<file path="src/rtl/lcd_bus_monitor_if.sv">
// Bundle of LCD bus pins and monitor results for lcd_bus_monitor.
// master: the LCD driver side (drives LCDE/RS/RW/DAT, observes results).
// slave:  the monitor side (samples the bus, drives the decoded state).
interface lcd_bus_monitor_if;
  logic         LCDE;
  logic         LCDRS;
  logic         LCDRW;
  logic [3:0]   LCDDAT;
  logic [255:0] strdata;
  logic [4:0]   cursor;
  logic         disp_on;
  logic         four_bit;
  logic         byte_valid;
  logic [7:0]   byte_out;
  logic         byte_rs;
  logic         proto_err;

  modport master (
    output LCDE, LCDRS, LCDRW, LCDDAT,
    input  strdata, cursor, disp_on, four_bit, byte_valid, byte_out, byte_rs, proto_err
  );

  modport slave (
    input  LCDE, LCDRS, LCDRW, LCDDAT,
    output strdata, cursor, disp_on, four_bit, byte_valid, byte_out, byte_rs, proto_err
  );
endinterface

</file>
<file path="src/rtl/lcd_bus_monitor.sv">
// Receive-side model of a 4-bit HD44780 bus: reassembles nibbles and keeps a 2x16 display buffer.
// Latency: decoded state updates SYNC_STAGES+1 CCLK edges after LCDE first samples low.
// Backpressure: none; the monitor is passive and accepts every strobe.
// Ports: CCLK/RST_N plain; bus (slave modport) carries LCDE/LCDRS/LCDRW/LCDDAT in and
// strdata, cursor, disp_on, four_bit, byte_valid, byte_out, byte_rs, proto_err out.
module lcd_bus_monitor #(
  parameter int unsigned SYNC_STAGES = 2,
  parameter logic [7:0]  BLANK       = 8'h20
) (
  input logic               CCLK,
  input logic               RST_N,
  lcd_bus_monitor_if.slave  bus
);

  typedef enum logic {PH_HIGH = 1'b0, PH_LOW = 1'b1} phase_t;

  // Reset asserts immediately, releases two CCLK edges after RST_N rises.
  logic [1:0] r_rst_sync;
  logic       w_rst_n;

  always_ff @(posedge CCLK or negedge RST_N) begin
    if (!RST_N) r_rst_sync <= 2'b00;
    else        r_rst_sync <= {r_rst_sync[0], 1'b1};
  end
  assign w_rst_n = r_rst_sync[1];

  // Bus synchronizers. LCDE carries one extra history flop so the fall is
  // seen when the last synchronizer stage goes low; RS/RW/DAT are read from
  // that same last stage.
  logic [SYNC_STAGES:0]        r_e_sync;
  logic [SYNC_STAGES-1:0]      r_rs_sync;
  logic [SYNC_STAGES-1:0]      r_rw_sync;
  logic [SYNC_STAGES-1:0][3:0] r_dat_sync;

  always_ff @(posedge CCLK or negedge w_rst_n) begin
    if (!w_rst_n) begin
      r_e_sync   <= '0;
      r_rs_sync  <= '0;
      r_rw_sync  <= '0;
      r_dat_sync <= '0;
    end else begin
      r_e_sync   <= {r_e_sync[SYNC_STAGES-1:0], bus.LCDE};
      r_rs_sync  <= {r_rs_sync[SYNC_STAGES-2:0], bus.LCDRS};
      r_rw_sync  <= {r_rw_sync[SYNC_STAGES-2:0], bus.LCDRW};
      r_dat_sync <= {r_dat_sync[SYNC_STAGES-2:0], bus.LCDDAT};
    end
  end

  logic       w_wr_stb;
  logic       w_stb_rs;
  logic [3:0] w_stb_dat;

  assign w_stb_rs  = r_rs_sync[SYNC_STAGES-1];
  assign w_stb_dat = r_dat_sync[SYNC_STAGES-1];
  // Read strobes are dropped here so they never touch the nibble phase.
  assign w_wr_stb  = r_e_sync[SYNC_STAGES] & ~r_e_sync[SYNC_STAGES-1] & ~r_rw_sync[SYNC_STAGES-1];

  // Decoder state
  phase_t           r_phase;
  phase_t           w_phase_nxt;
  logic [3:0]       r_hi;
  logic             r_hi_rs;
  logic             r_four_bit;
  logic             r_inc;
  logic             r_disp_on;
  logic             r_proto_err;
  logic [4:0]       r_cursor;
  logic [0:31][7:0] r_cells;       // cell 0 occupies the top byte of strdata
  logic             r_byte_valid;
  logic [7:0]       r_byte_out;
  logic             r_byte_rs;

  logic       w_byte_vld;
  logic [7:0] w_byte;
  logic       w_byte_rs;
  logic       w_rs_mis;

  // Nibble assembly: phase transitions and the byte completed this cycle.
  always_comb begin
    w_phase_nxt = r_phase;
    w_byte_vld  = 1'b0;
    w_byte      = 8'h00;
    w_byte_rs   = 1'b0;
    w_rs_mis    = 1'b0;
    if (w_wr_stb) begin
      if (!r_four_bit) begin
        w_byte_vld = 1'b1;
        w_byte     = {w_stb_dat, 4'h0};
        w_byte_rs  = w_stb_rs;
      end else if (r_phase == PH_HIGH) begin
        w_phase_nxt = PH_LOW;
      end else begin
        w_byte_vld  = 1'b1;
        w_byte      = {r_hi, w_stb_dat};
        w_byte_rs   = r_hi_rs;
        w_rs_mis    = (r_hi_rs != w_stb_rs);
        w_phase_nxt = PH_HIGH;
      end
      // Any function set re-aligns to the high nibble.
      if (w_byte_vld && !w_byte_rs && (w_byte[7:5] == 3'b001)) w_phase_nxt = PH_HIGH;
    end
  end

  always_ff @(posedge CCLK or negedge w_rst_n) begin
    if (!w_rst_n) r_phase <= PH_HIGH;
    else          r_phase <= w_phase_nxt;
  end

  always_ff @(posedge CCLK or negedge w_rst_n) begin
    if (!w_rst_n) begin
      r_hi         <= 4'h0;
      r_hi_rs      <= 1'b0;
      r_four_bit   <= 1'b0;
      r_inc        <= 1'b1;
      r_disp_on    <= 1'b0;
      r_proto_err  <= 1'b0;
      r_cursor     <= 5'd0;
      r_cells      <= {32{BLANK}};
      r_byte_valid <= 1'b0;
      r_byte_out   <= 8'h00;
      r_byte_rs    <= 1'b0;
    end else begin
      r_byte_valid <= w_byte_vld;
      if (w_wr_stb && r_four_bit && (r_phase == PH_HIGH)) begin
        r_hi    <= w_stb_dat;
        r_hi_rs <= w_stb_rs;
      end
      if (w_byte_vld) begin
        r_byte_out <= w_byte;
        r_byte_rs  <= w_byte_rs;
        if (w_rs_mis) r_proto_err <= 1'b1;
        if (w_byte_rs) begin
          r_cells[r_cursor] <= w_byte;
          r_cursor          <= r_inc ? r_cursor + 5'd1 : r_cursor - 5'd1;
        end else if (w_byte[7]) begin
          // DDRAM address: only 0x00-0x0F and 0x40-0x4F map onto the 2x16 buffer.
          if (w_byte[5:4] != 2'b00) r_proto_err <= 1'b1;
          else                      r_cursor    <= {w_byte[6], w_byte[3:0]};
        end else if (w_byte[6]) begin
          // CGRAM address: no visible effect on the text buffer.
        end else if (w_byte[5]) begin
          r_four_bit <= ~w_byte[4];
        end else if (w_byte[4]) begin
          // Only cursor moves are tracked; display shifts leave the buffer alone.
          if (!w_byte[3]) r_cursor <= w_byte[2] ? r_cursor + 5'd1 : r_cursor - 5'd1;
        end else if (w_byte[3]) begin
          r_disp_on <= w_byte[2];
        end else if (w_byte[2]) begin
          r_inc <= w_byte[1];
        end else if (w_byte[1]) begin
          r_cursor <= 5'd0;
        end else if (w_byte[0]) begin
          r_cells  <= {32{BLANK}};
          r_cursor <= 5'd0;
          r_inc    <= 1'b1;
        end
      end
    end
  end

  assign bus.strdata    = r_cells;
  assign bus.cursor     = r_cursor;
  assign bus.disp_on    = r_disp_on;
  assign bus.four_bit   = r_four_bit;
  assign bus.byte_valid = r_byte_valid;
  assign bus.byte_out   = r_byte_out;
  assign bus.byte_rs    = r_byte_rs;
  assign bus.proto_err  = r_proto_err;

endmodule

</file>
<file path="src/flat_wrapper.sv">
// flat-port wrapper written by rule: the top's interface ports become plain ports
module lcd_bus_monitor_flat 
#(
  parameter int unsigned SYNC_STAGES = 2,
  parameter logic [7:0]  BLANK       = 8'h20
)
  (CCLK, RST_N, bus_LCDE, bus_LCDRS, bus_LCDRW, bus_LCDDAT, bus_strdata, bus_cursor, bus_disp_on, bus_four_bit, bus_byte_valid, bus_byte_out, bus_byte_rs, bus_proto_err);
  lcd_bus_monitor_if bus_i ();
  input logic CCLK;
  input logic RST_N;
  input wire logic [$bits(bus_i.LCDE)-1:0] bus_LCDE;
  input wire logic [$bits(bus_i.LCDRS)-1:0] bus_LCDRS;
  input wire logic [$bits(bus_i.LCDRW)-1:0] bus_LCDRW;
  input wire logic [$bits(bus_i.LCDDAT)-1:0] bus_LCDDAT;
  output wire logic [$bits(bus_i.strdata)-1:0] bus_strdata;
  output wire logic [$bits(bus_i.cursor)-1:0] bus_cursor;
  output wire logic [$bits(bus_i.disp_on)-1:0] bus_disp_on;
  output wire logic [$bits(bus_i.four_bit)-1:0] bus_four_bit;
  output wire logic [$bits(bus_i.byte_valid)-1:0] bus_byte_valid;
  output wire logic [$bits(bus_i.byte_out)-1:0] bus_byte_out;
  output wire logic [$bits(bus_i.byte_rs)-1:0] bus_byte_rs;
  output wire logic [$bits(bus_i.proto_err)-1:0] bus_proto_err;
  assign bus_i.LCDE = bus_LCDE;
  assign bus_i.LCDRS = bus_LCDRS;
  assign bus_i.LCDRW = bus_LCDRW;
  assign bus_i.LCDDAT = bus_LCDDAT;
  assign bus_strdata = bus_i.strdata;
  assign bus_cursor = bus_i.cursor;
  assign bus_disp_on = bus_i.disp_on;
  assign bus_four_bit = bus_i.four_bit;
  assign bus_byte_valid = bus_i.byte_valid;
  assign bus_byte_out = bus_i.byte_out;
  assign bus_byte_rs = bus_i.byte_rs;
  assign bus_proto_err = bus_i.proto_err;
  lcd_bus_monitor #(.SYNC_STAGES(SYNC_STAGES), .BLANK(BLANK)) u_core (.CCLK(CCLK), .RST_N(RST_N), .bus(bus_i));
endmodule
</file>
<file path="config.mk">
export PLATFORM = sky130hd
export DESIGN_NAME = lcd_bus_monitor_flat
export DESIGN_NICKNAME = d
export VERILOG_FILES = /design/src/rtl/lcd_bus_monitor_if.sv /design/src/rtl/lcd_bus_monitor.sv /design/src/flat_wrapper.sv
export SDC_FILE = /design/constraint.sdc
export NUM_CORES = 1
export LEC_CHECK = 0
export ABC_AREA = 1
export CAP_MARGIN = 20
export CORE_UTILIZATION = 55
export CTS_CLUSTER_DIAMETER = 100
export CTS_CLUSTER_SIZE = 14
export DETAILED_ROUTE_END_ITERATION = 16
export GPL_TIMING_DRIVEN = 0
export PLACE_DENSITY = 0.95
export SLEW_MARGIN = 10
export SYNTH_ARGS = -nofsm -noshare
export SYNTH_HDL_FRONTEND = slang
export SYNTH_SLANG_ARGS = --single-unit
</file>
<file path="constraint.sdc">
create_clock -name CCLK -period 21 [get_ports CCLK]
set_input_delay 3.15 -clock CCLK [delete_from_list [all_inputs] [get_ports CCLK]]
set_output_delay 3.15 -clock CCLK [all_outputs]
set_load 0.01 [all_outputs]
</file>
==> results of run 1 <==
[final timing paths]
kind	start	endpoint	depth (start not counted)
worst max-delay path	u_core.bus.cursor[4]	bus_cursor[4]	1
worst min-delay path	u_core.r_rst_sync[1]	u_core.r_e_sync[2]	0
worst max register to register	u_core.r_rw_sync[1]	u_core.bus.strdata[152]	9
worst min register to register	u_core.r_rst_sync[1]	u_core.r_e_sync[2]	0
max in group asynchronous	RST_N	u_core.r_rst_sync[1]	1
min in group CCLK	u_core.r_rw_sync[0]	u_core.r_rw_sync[1]	0
[cell usage after synthesis, drive strengths merged]
master  number
nand3       56
nor3         3
o21ai       47
buf         20
nor2        80
clkbuf      34
inv         43
xor2         1
clkinv       1
xnor2        2
a21oi        8
or2          1
or3b         1
nand2      924
and2         1
ha           4
mux2         1
nand4        4
conb         1
dfstp       33
o211ai       2
dfrtp      265
[power by group]
| part | switching [W] | total (W) | leakage, nW | internal (W) |
|---|---|---|---|---|
| Combinational | 0.000208 | 0.000340 | 4.01 | 0.000132 |
| Clock | 0.000210 | 0.000435 | 0.337 | 0.000225 |
| Sequential | 0.0000407 | 0.000690 | 3.99 | 0.000649 |
| Total | 0.000459 | 0.00146 | 8.34 | 0.00101 |
[layer usage]
metal  part of all wire [%]  global-route usage (%)  routed length (µm)  up-vias
met1                     39                    43.3               15600     5788
met3                    8.3                    6.75                3340      126
li1                       -                       -                   -     5326
met2                     48                    57.3               19500      616
met5                      0                       0                   0        -
met4                    4.2                    15.3                1700        0
[kinds of logic (layout without fill, tap and decap cells)]
logic type      after synthesis  count (layout)  synth area share [%]
simple gates               1070            1070                  34.1
other cells                   1               1                0.0298
mux                           1               1                0.0894
buf+inv                      98             430                  3.31
fa+ha+maj                     4               4                 0.397
compound gates               57              57                  2.36
flops                       298             298                  59.5
xor+xnor                      3               3                 0.209
[state kept, by name, indices dropped and copies added (netlist names)]
register / count
u_core.r_rw_sync: 2
u_core.r_dat_sync: 4
u_core.bus.proto_err: 1
u_core.bus.byte_valid: 1
u_core.r_hi: 4
u_core.w_stb_dat: 4
u_core.bus.byte_out: 8
u_core.r_inc: 1
u_core.bus.byte_rs: 1
u_core.r_rs_sync: 2
u_core.bus.cursor: 5
u_core.bus.strdata: 256
u_core.r_phase: 1
u_core.r_e_sync: 3
u_core.bus.disp_on: 1
u_core.r_rst_sync: 2
u_core.r_hi_rs: 1
u_core.bus.four_bit: 1
[metrics by stage]
stage	instances	instance area (µm²)	total power, W
6_report	2149	16600	0.00146
5_1_grt	2149	16600	0.00151
4_1_cts	2149	16600	0.00146
3_5_place_dp	2104	15900	0.00103
3_3_place_gp	2099	15800	0.00102
2_1_floorplan	1532	12600	0.000861
[layout make-up]
cell class	instances	area, µm²	area share [%]
buffer	54	251	1.51
clock buffer	44	697	4.19
clock inverter	1	11.3	0.0678
inverter	44	165	0.994
multi-input combinational	1136	4680	28.2
sequential	298	7500	45.2
tap	285	357	2.15
timing repair buffer	287	2950	17.8
==> impl_metrics.tcl, run 1 <==
set metrics [dict create \
    status "completed" \
    coreArea_um2 22600 \
    report.final.slew_viol_count 0 \
    dieHeight_um 153 \
    setup_violations 0 \
    cp_slowest_stage_delay_ps 690 \
    synth_top_area_share_pct 52.7 \
    firstDrtPassIters 5 \
    cp-end-kind "output port" \
    post-route-drc-count 0 \
    initial_core_util_pct 55.8 \
    cts_max_level 1 \
    cts_resized 0 \
    die_w_um 153 \
    clkTransAtPathRegs_ps 70 \
    clkSinkCount 298 \
    drive_above_1_share_pct 7.03 \
    ir_drop_uv 80.3 \
    synth.avg_cell_area_um2 8.22 \
    yosysSeqAreaShare_pct 59.5 \
    hpwl_mm 28.0 \
    drt-vias-per-instance 5.52 \
    final_common_cell "nand2_1" \
    criticalPathCategory "reg -> out" \
    startpoint_type "flip-flop" \
    netlist-cell-type-count 30 \
    synthTopCellsByArea "dfrtp_1, nand2_1, dfstp_2" \
    gp_congestion 0.898 \
    skew_ps 15.3 \
    path_max_fanout 8 \
    final_cell_mix "nand2_1, clkdlybuf4s50_1, dfrtp_1, nor2_1, clkbuf_1" \
    tightest_slew_ps 828 \
    area_growth_pct 31.9 \
    postRouteAntennaNets 0 \
    ys_warn_count 0 \
    finalHoldWorstSlack_ps 259 \
    rows 55 \
    vias 11900 \
    r2r_slack_ps 18480 \
    cts-root-buf "clkbuf_16" \
    hold_violations 0 \
    power.density_nw_per_um2 88.1 \
    setup_ws_ps 16110 \
    clock_latency_ps 530 \
    rsz0062_at_grt "no" \
    drv_cap 0 \
    p_leak_nw 8.34 \
    nFillCells 1586 \
    syn-num-nets 1545 \
    finalCritPeriodShare_pct 23.3 \
    clock.fmax_mhz 205 \
    critPathTopFamily "buffers and inverters" \
    grt_pass1_vias 11700 \
    cp.arrival_ps 1740 \
    synthCells 1532 \
    ios 283 \
    setup_tns_ps 0 \
    globalRouteTotalUtil_pct 34.2 \
    clk_path_buf_depth 3 \
    synth_top_area_cell "dfrtp_1" \
    netlist_area_um2 12600 \
    final_util_pct 73.6 \
    cts_hold_buf 0 \
    hold_class "reg -> async" \
    drt-total-wl_mm 40.2 \
    drt-initial-drc-count 1017 \
    path_buf_inv 1 \
    cts_setup_buffers 0 \
    grt_max_degree 67 \
    grt_antenna_before_repair 0 \
    grt_pass1_wl_mm 62.6 \
    path_cells "clkdlybuf4s50_1" \
    fin_crit_ps 4890 \
    port_buffers 282 \
    dp_slack_ps 16680 \
    cts-buffers-inserted 25 \
    dieArea_um2 23500 \
    wl_per_cell_um 18.7 \
    worstPathRequired_ps 17850 \
    cpMaxStageDelayCell "clkdlybuf4s50_1" \
    antenna_cells 0 \
    gr-total-overflow 0 \
    synth-seq-cells 298 \
    slew_headroom_pct 44.8 \
    cts_tree "built" \
    nNetsFinal 1859 \
]
(Power assumes the default switching activity.)
==> run 2, diff against run 1 <==
--- a/config.mk
+++ b/config.mk
@@ -7,12 +7,12 @@
 export LEC_CHECK = 0
 export ABC_AREA = 1
 export CAP_MARGIN = 20
-export CORE_UTILIZATION = 55
+export CORE_UTILIZATION = 51
 export CTS_CLUSTER_DIAMETER = 100
 export CTS_CLUSTER_SIZE = 14
 export DETAILED_ROUTE_END_ITERATION = 16
 export GPL_TIMING_DRIVEN = 0
-export PLACE_DENSITY = 0.95
+export PLACE_DENSITY = 0.9
 export SLEW_MARGIN = 10
 export SYNTH_ARGS = -nofsm -noshare
 export SYNTH_HDL_FRONTEND = slang
==> constraint.sdc (replaced) <==
create_clock -name CCLK -period 5 [get_ports CCLK]
set_input_delay 0.75 -clock CCLK [delete_from_list [all_inputs] [get_ports CCLK]]
set_output_delay 0.75 -clock CCLK [all_outputs]
set_load 0.01 [all_outputs]
==> impl_metrics.tcl, run 2 (same netlist as run 1, synthesis figures left out) <==
set metrics [dict create \
    path_max_fanout 10 \
    drt-total-wl_mm 39.1 \
    gp_congestion 0.898 \
    cp.arrival_ps 2940 \
    clock_latency_ps 530 \
    nNetsFinal 1858 \
    path_cells "buf_4 -> buf_4 -> a21oi_1 -> nand2_1 -> clkbuf_1 -> buf_2 -> nor2_1 -> nand2_1 -> nand2_1" \
    clk_path_buf_depth 3 \
    finalNonFillerCells 2187 \
    criticalPathCategory "reg -> reg" \
    cts-root-buf "clkbuf_16" \
    initial_core_util_pct 51.9 \
    finalCritPeriodShare_pct 49.5 \
    port_buffers 282 \
    fin_crit_ps 2470 \
    drv_cap 0 \
    drt-initial-drc-count 1119 \
    postRouteAntennaNets 0 \
    gr-total-overflow 0 \
    startpoint_type "flip-flop" \
    drt-vias-per-instance 5.29 \
    dieHeight_um 159 \
    critPathTopFamily "buffers and inverters" \
    p_int_w 0.00422 \
    clkTransAtPathRegs_ps 70 \
    grt_pass1_vias 11300 \
    p_sw_w 0.00190 \
    post-route-drc-count 0 \
    area_growth_pct 32.2 \
    combinationalPowerShare_pct 23.3 \
    hpwl_mm 27.3 \
    grt_pass1_wl_mm 61.7 \
    report.final.slew_viol_count 0 \
    use_met3_pct 5.70 \
    clkSinkCount 298 \
    rows 57 \
    finalPower_w 0.00612 \
    clkPwrFrac_pct 29.5 \
    busiest_layer "met2" \
    path_common_cell "nand2_1" \
    rsz0062_at_grt "no" \
    cts_resized 0 \
    globalRouteTotalUtil_pct 30.9 \
    tightest_slew_ps 920 \
    vias 11600 \
    hold_class "reg -> async" \
    sw_frac_of_total_pct 31.0 \
    slew_headroom_pct 38.7 \
    setup_violations 0 \
    met2_usage_pct 50.5 \
    p_leak_nw 8.33 \
    cpMaxStageDelayCell "nor2_1" \
    firstDrtPassIters 6 \
    skew_ps 13.0 \
    power.density_nw_per_um2 368 \
    hold_violations 0 \
    cp-end-kind "flip-flop" \
    largest_reg_flops 256 \
    dieArea_um2 25300 \
    cts_max_level 1 \
    cts_hold_buf 0 \
    ir_drop_uv 256 \
    cts_setup_buffers 0 \
    status "completed" \
    final_util_pct 68.6 \
    grt_antenna_before_repair 0 \
    final_cell_mix "nand2_1, clkdlybuf4s50_1, dfrtp_1, nor2_1, clkbuf_1" \
    cp_slowest_stage_delay_ps 480 \
    clock.fmax_mhz 404 \
    wl_per_cell_um 17.9 \
    coreArea_um2 24200 \
    drive_above_1_share_pct 6.98 \
    use_met1_pct 40.6 \
    cts-buffers-inserted 25 \
    seqPwrFrac_pct 47.2 \
    die_w_um 159 \
    path_buf_inv 4 \
    grt_max_degree 67 \
    worstPathRequired_ps 5460 \
    dp_cells 2142 \
    antenna_cells 0 \
    ios 283 \
    cts_tree "built" \
    final_common_cell "nand2_1" \
]
[run 2: area by class of cell]
cell class                 instances  area (µm²)
multi-input combinational       1136        4680
sequential                       298        7500
clock buffer                      44         697
fill                            1865        7600
inverter                          44         165
tap                              324         405
clock inverter                     1        11.3
timing repair buffer             286        2930
buffer                            54         251
[run 2: worst paths after layout]
path,start,end,slack (ps),depth (start not counted)
max in group asynchronous,u_core.r_rst_sync[1],u_core.bus.strdata[165],3510,2
hold / removal,u_core.r_rst_sync[1],u_core.r_rw_sync[1],340,0
hold reg to reg,u_core.r_rst_sync[1],u_core.r_rw_sync[1],340,0
setup reg to reg,u_core.bus.four_bit,u_core.bus.strdata[155],2530,9
min in group CCLK,u_core.r_e_sync[0],u_core.r_e_sync[1],340,0
setup / recovery,u_core.bus.four_bit,u_core.bus.strdata[155],2530,9
[run 2: power groups by stage]
stage	clock (W)	combinational, W	sequential [W]
after floorplan	0	0.000596	0.00302
after global placement	0	0.00133	0.00296
after detailed placement	0	0.00141	0.00293
after CTS	0.00183	0.00142	0.00288
after global routing	0.00192	0.00154	0.00291
final	0.00181	0.00143	0.00289
[run 2: metrics by stage]
step | hold slack (ps) | instance area, µm² | setup slack [ps] | TNS [ps]
2_1_floorplan | 331 | 12600 | 152 | 0
3_3_place_gp | 333 | 15800 | -1430 | -369000
3_5_place_dp | 335 | 15900 | 2600 | 0
4_1_cts | 344 | 16600 | 2550 | 0
5_1_grt | 355 | 16600 | 2410 | 0
6_report | 341 | 16600 | 2530 | 0
[run 2: worst reg2reg max path: cells and delay by family, from the launching register on]
family / cells / cell delay (ps)
DFF: 1 / 370
AOI/OAI and AO/OA: 1 / 150
buffers and inverters: 4 / 1030
and+or+nand+nor: 4 / 850
[run 2: routing by layer]
layer / up-vias / share of wire [%]
met4: 0 / 4.3
met2: 549 / 48
li1: 5313 / -
met3: 117 / 8.1
met1: 5587 / 40
met5: - / 0
==> run 3, diff against run 2 <==
==> constraint.sdc (replaced) <==
create_clock -name CCLK -period 2.55 [get_ports CCLK]
set_input_delay 0.3825 -clock CCLK [delete_from_list [all_inputs] [get_ports CCLK]]
set_output_delay 0.3825 -clock CCLK [all_outputs]
set_load 0.01 [all_outputs]
==> impl_metrics.tcl, run 3 (same netlist as run 1, synthesis figures left out) <==
set metrics [dict create \
    criticalPathCategory "reg -> reg" \
    cts_hold_buf 0 \
    finalHoldWorstSlack_ps 22.0 \
    fin_crit_ps 2370 \
    area_growth_pct 32.3 \
    power.density_nw_per_um2 721 \
    gr-total-overflow 0 \
    hold_violations 0 \
    finalCritPeriodShare_pct 93.0 \
    drt-vias-per-instance 5.34 \
    tightest_slew_ps 936 \
    status "completed" \
    initial_core_util_pct 51.9 \
    r2r_start "u_core.r_e_sync[1]" \
    post-route-drc-count 0 \
    cts-root-buf "clkbuf_16" \
    clock_latency_ps 530 \
    setup_violations 0 \
    coreArea_um2 24200 \
    clkTransAtPathRegs_ps 70 \
    worstPathRequired_ps 3010 \
    ir_drop_uv 607 \
    reg2regPathDepth 10 \
    cts_tree "built" \
    largest_reg_flops 256 \
    dieHeight_um 159 \
    startpoint_type "flip-flop" \
    drv_cap 0 \
    gp_congestion 0.888 \
    grt_pass1_wl_mm 61.8 \
    firstDrtPassIters 7 \
    drive_above_1_share_pct 7.25 \
    skew_ps 17.7 \
    p_leak_nw 8.33 \
    grt_pass1_vias 11200 \
    globalRouteTotalUtil_pct 31.1 \
    cp.arrival_ps 2840 \
    die_w_um 159 \
    slew_headroom_pct 37.6 \
    final_common_cell "nand2_1" \
    rows 57 \
    hpwl_mm 27.7 \
    grt_antenna_before_repair 0 \
    cts_max_level 1 \
    rr_endpoint "u_core.bus.cursor[2]" \
    cp-end-kind "flip-flop" \
    final_cell_mix "nand2_1, clkdlybuf4s50_1, dfrtp_1, nor2_1, clkbuf_1" \
    drt-total-wl_mm 39.1 \
    cts_setup_buffers 0 \
    wl_per_cell_um 17.9 \
    nNetsFinal 1857 \
    dieArea_um2 25300 \
    antenna_cells 0 \
    grt_max_degree 70 \
    finalPower_w 0.0120 \
    ios 283 \
    hold_class "in -> async" \
    clock.fmax_mhz 422 \
    setup_ws_ps 179 \
    cts_resized 0 \
    rsz0062_at_grt "no" \
    r2r_slack_ps 180 \
    clkSinkCount 298 \
    path_max_fanout 10 \
    drt-initial-drc-count 1102 \
    vias 11700 \
    dp_slack_ps 160 \
    report.final.slew_viol_count 0 \
    clk_path_buf_depth 3 \
    nFillCells 1908 \
    port_buffers 282 \
    cts-buffers-inserted 25 \
    postRouteAntennaNets 0 \
    final_util_pct 68.7 \
]
run 3: worst max-delay path by stage:
stage,startpoint,endpoint,cells after the start
after floorplan,u_core.r_rst_sync[1],u_core.bus.byte_out[0],0
after global placement,u_core.r_rst_sync[1],u_core.bus.strdata[25],0
after detailed placement,u_core.bus.four_bit,u_core.bus.strdata[1],10
after CTS,u_core.bus.four_bit,u_core.bus.strdata[87],10
after global routing,u_core.bus.four_bit,u_core.bus.strdata[77],12
final,u_core.r_e_sync[1],u_core.bus.cursor[2],10
run 3: final cells by class:
class	instances	area (µm²)	share of cell area, %
plain buffers	53	248	1.49
flip-flops and latches	298	7500	45.0
clock inverters	1	11.3	0.0676
inverters	44	165	0.991
clock buffers	43	693	4.16
multi-input cells	1136	4700	28.2
repair buffers	286	2930	17.6
well taps	324	405	2.43
run 3: through the flow:
stage	setup TNS (ps)	area, µm²	instances
floorplan	-104800	12600	1532
global placement	-353490	15800	2138
detailed placement	0	15900	2142
CTS	0	16600	2186
global route	0	16700	2185
finish	0	16700	2185
run 3: layer usage:
layer	share of wire, %	vias to the layer above	track usage (%)
met5	0	-	0
met4	4.5	0	13.7
met3	7.5	118	5.42
met2	48	576	51.1
met1	40	5646	40.7
li1	-	5317	-
run 3: report_power, final:
group          switching, W  total (W)  internal, W
Sequential         0.000346    0.00569      0.00534
Combinational       0.00170    0.00279      0.00109
Clock               0.00168    0.00353      0.00184
Total               0.00373     0.0120      0.00828
run 3: critical path, stage by stage (launching register included):
cell,delay (ps)
dfrtp_1,370
inv_2,50
nand3_2,210
inv_2,130
nand2_1,180
clkbuf_1,580
buf_2,420
nand4_1,140
nand2_1,90
nand2_1,60
nand2_1,80
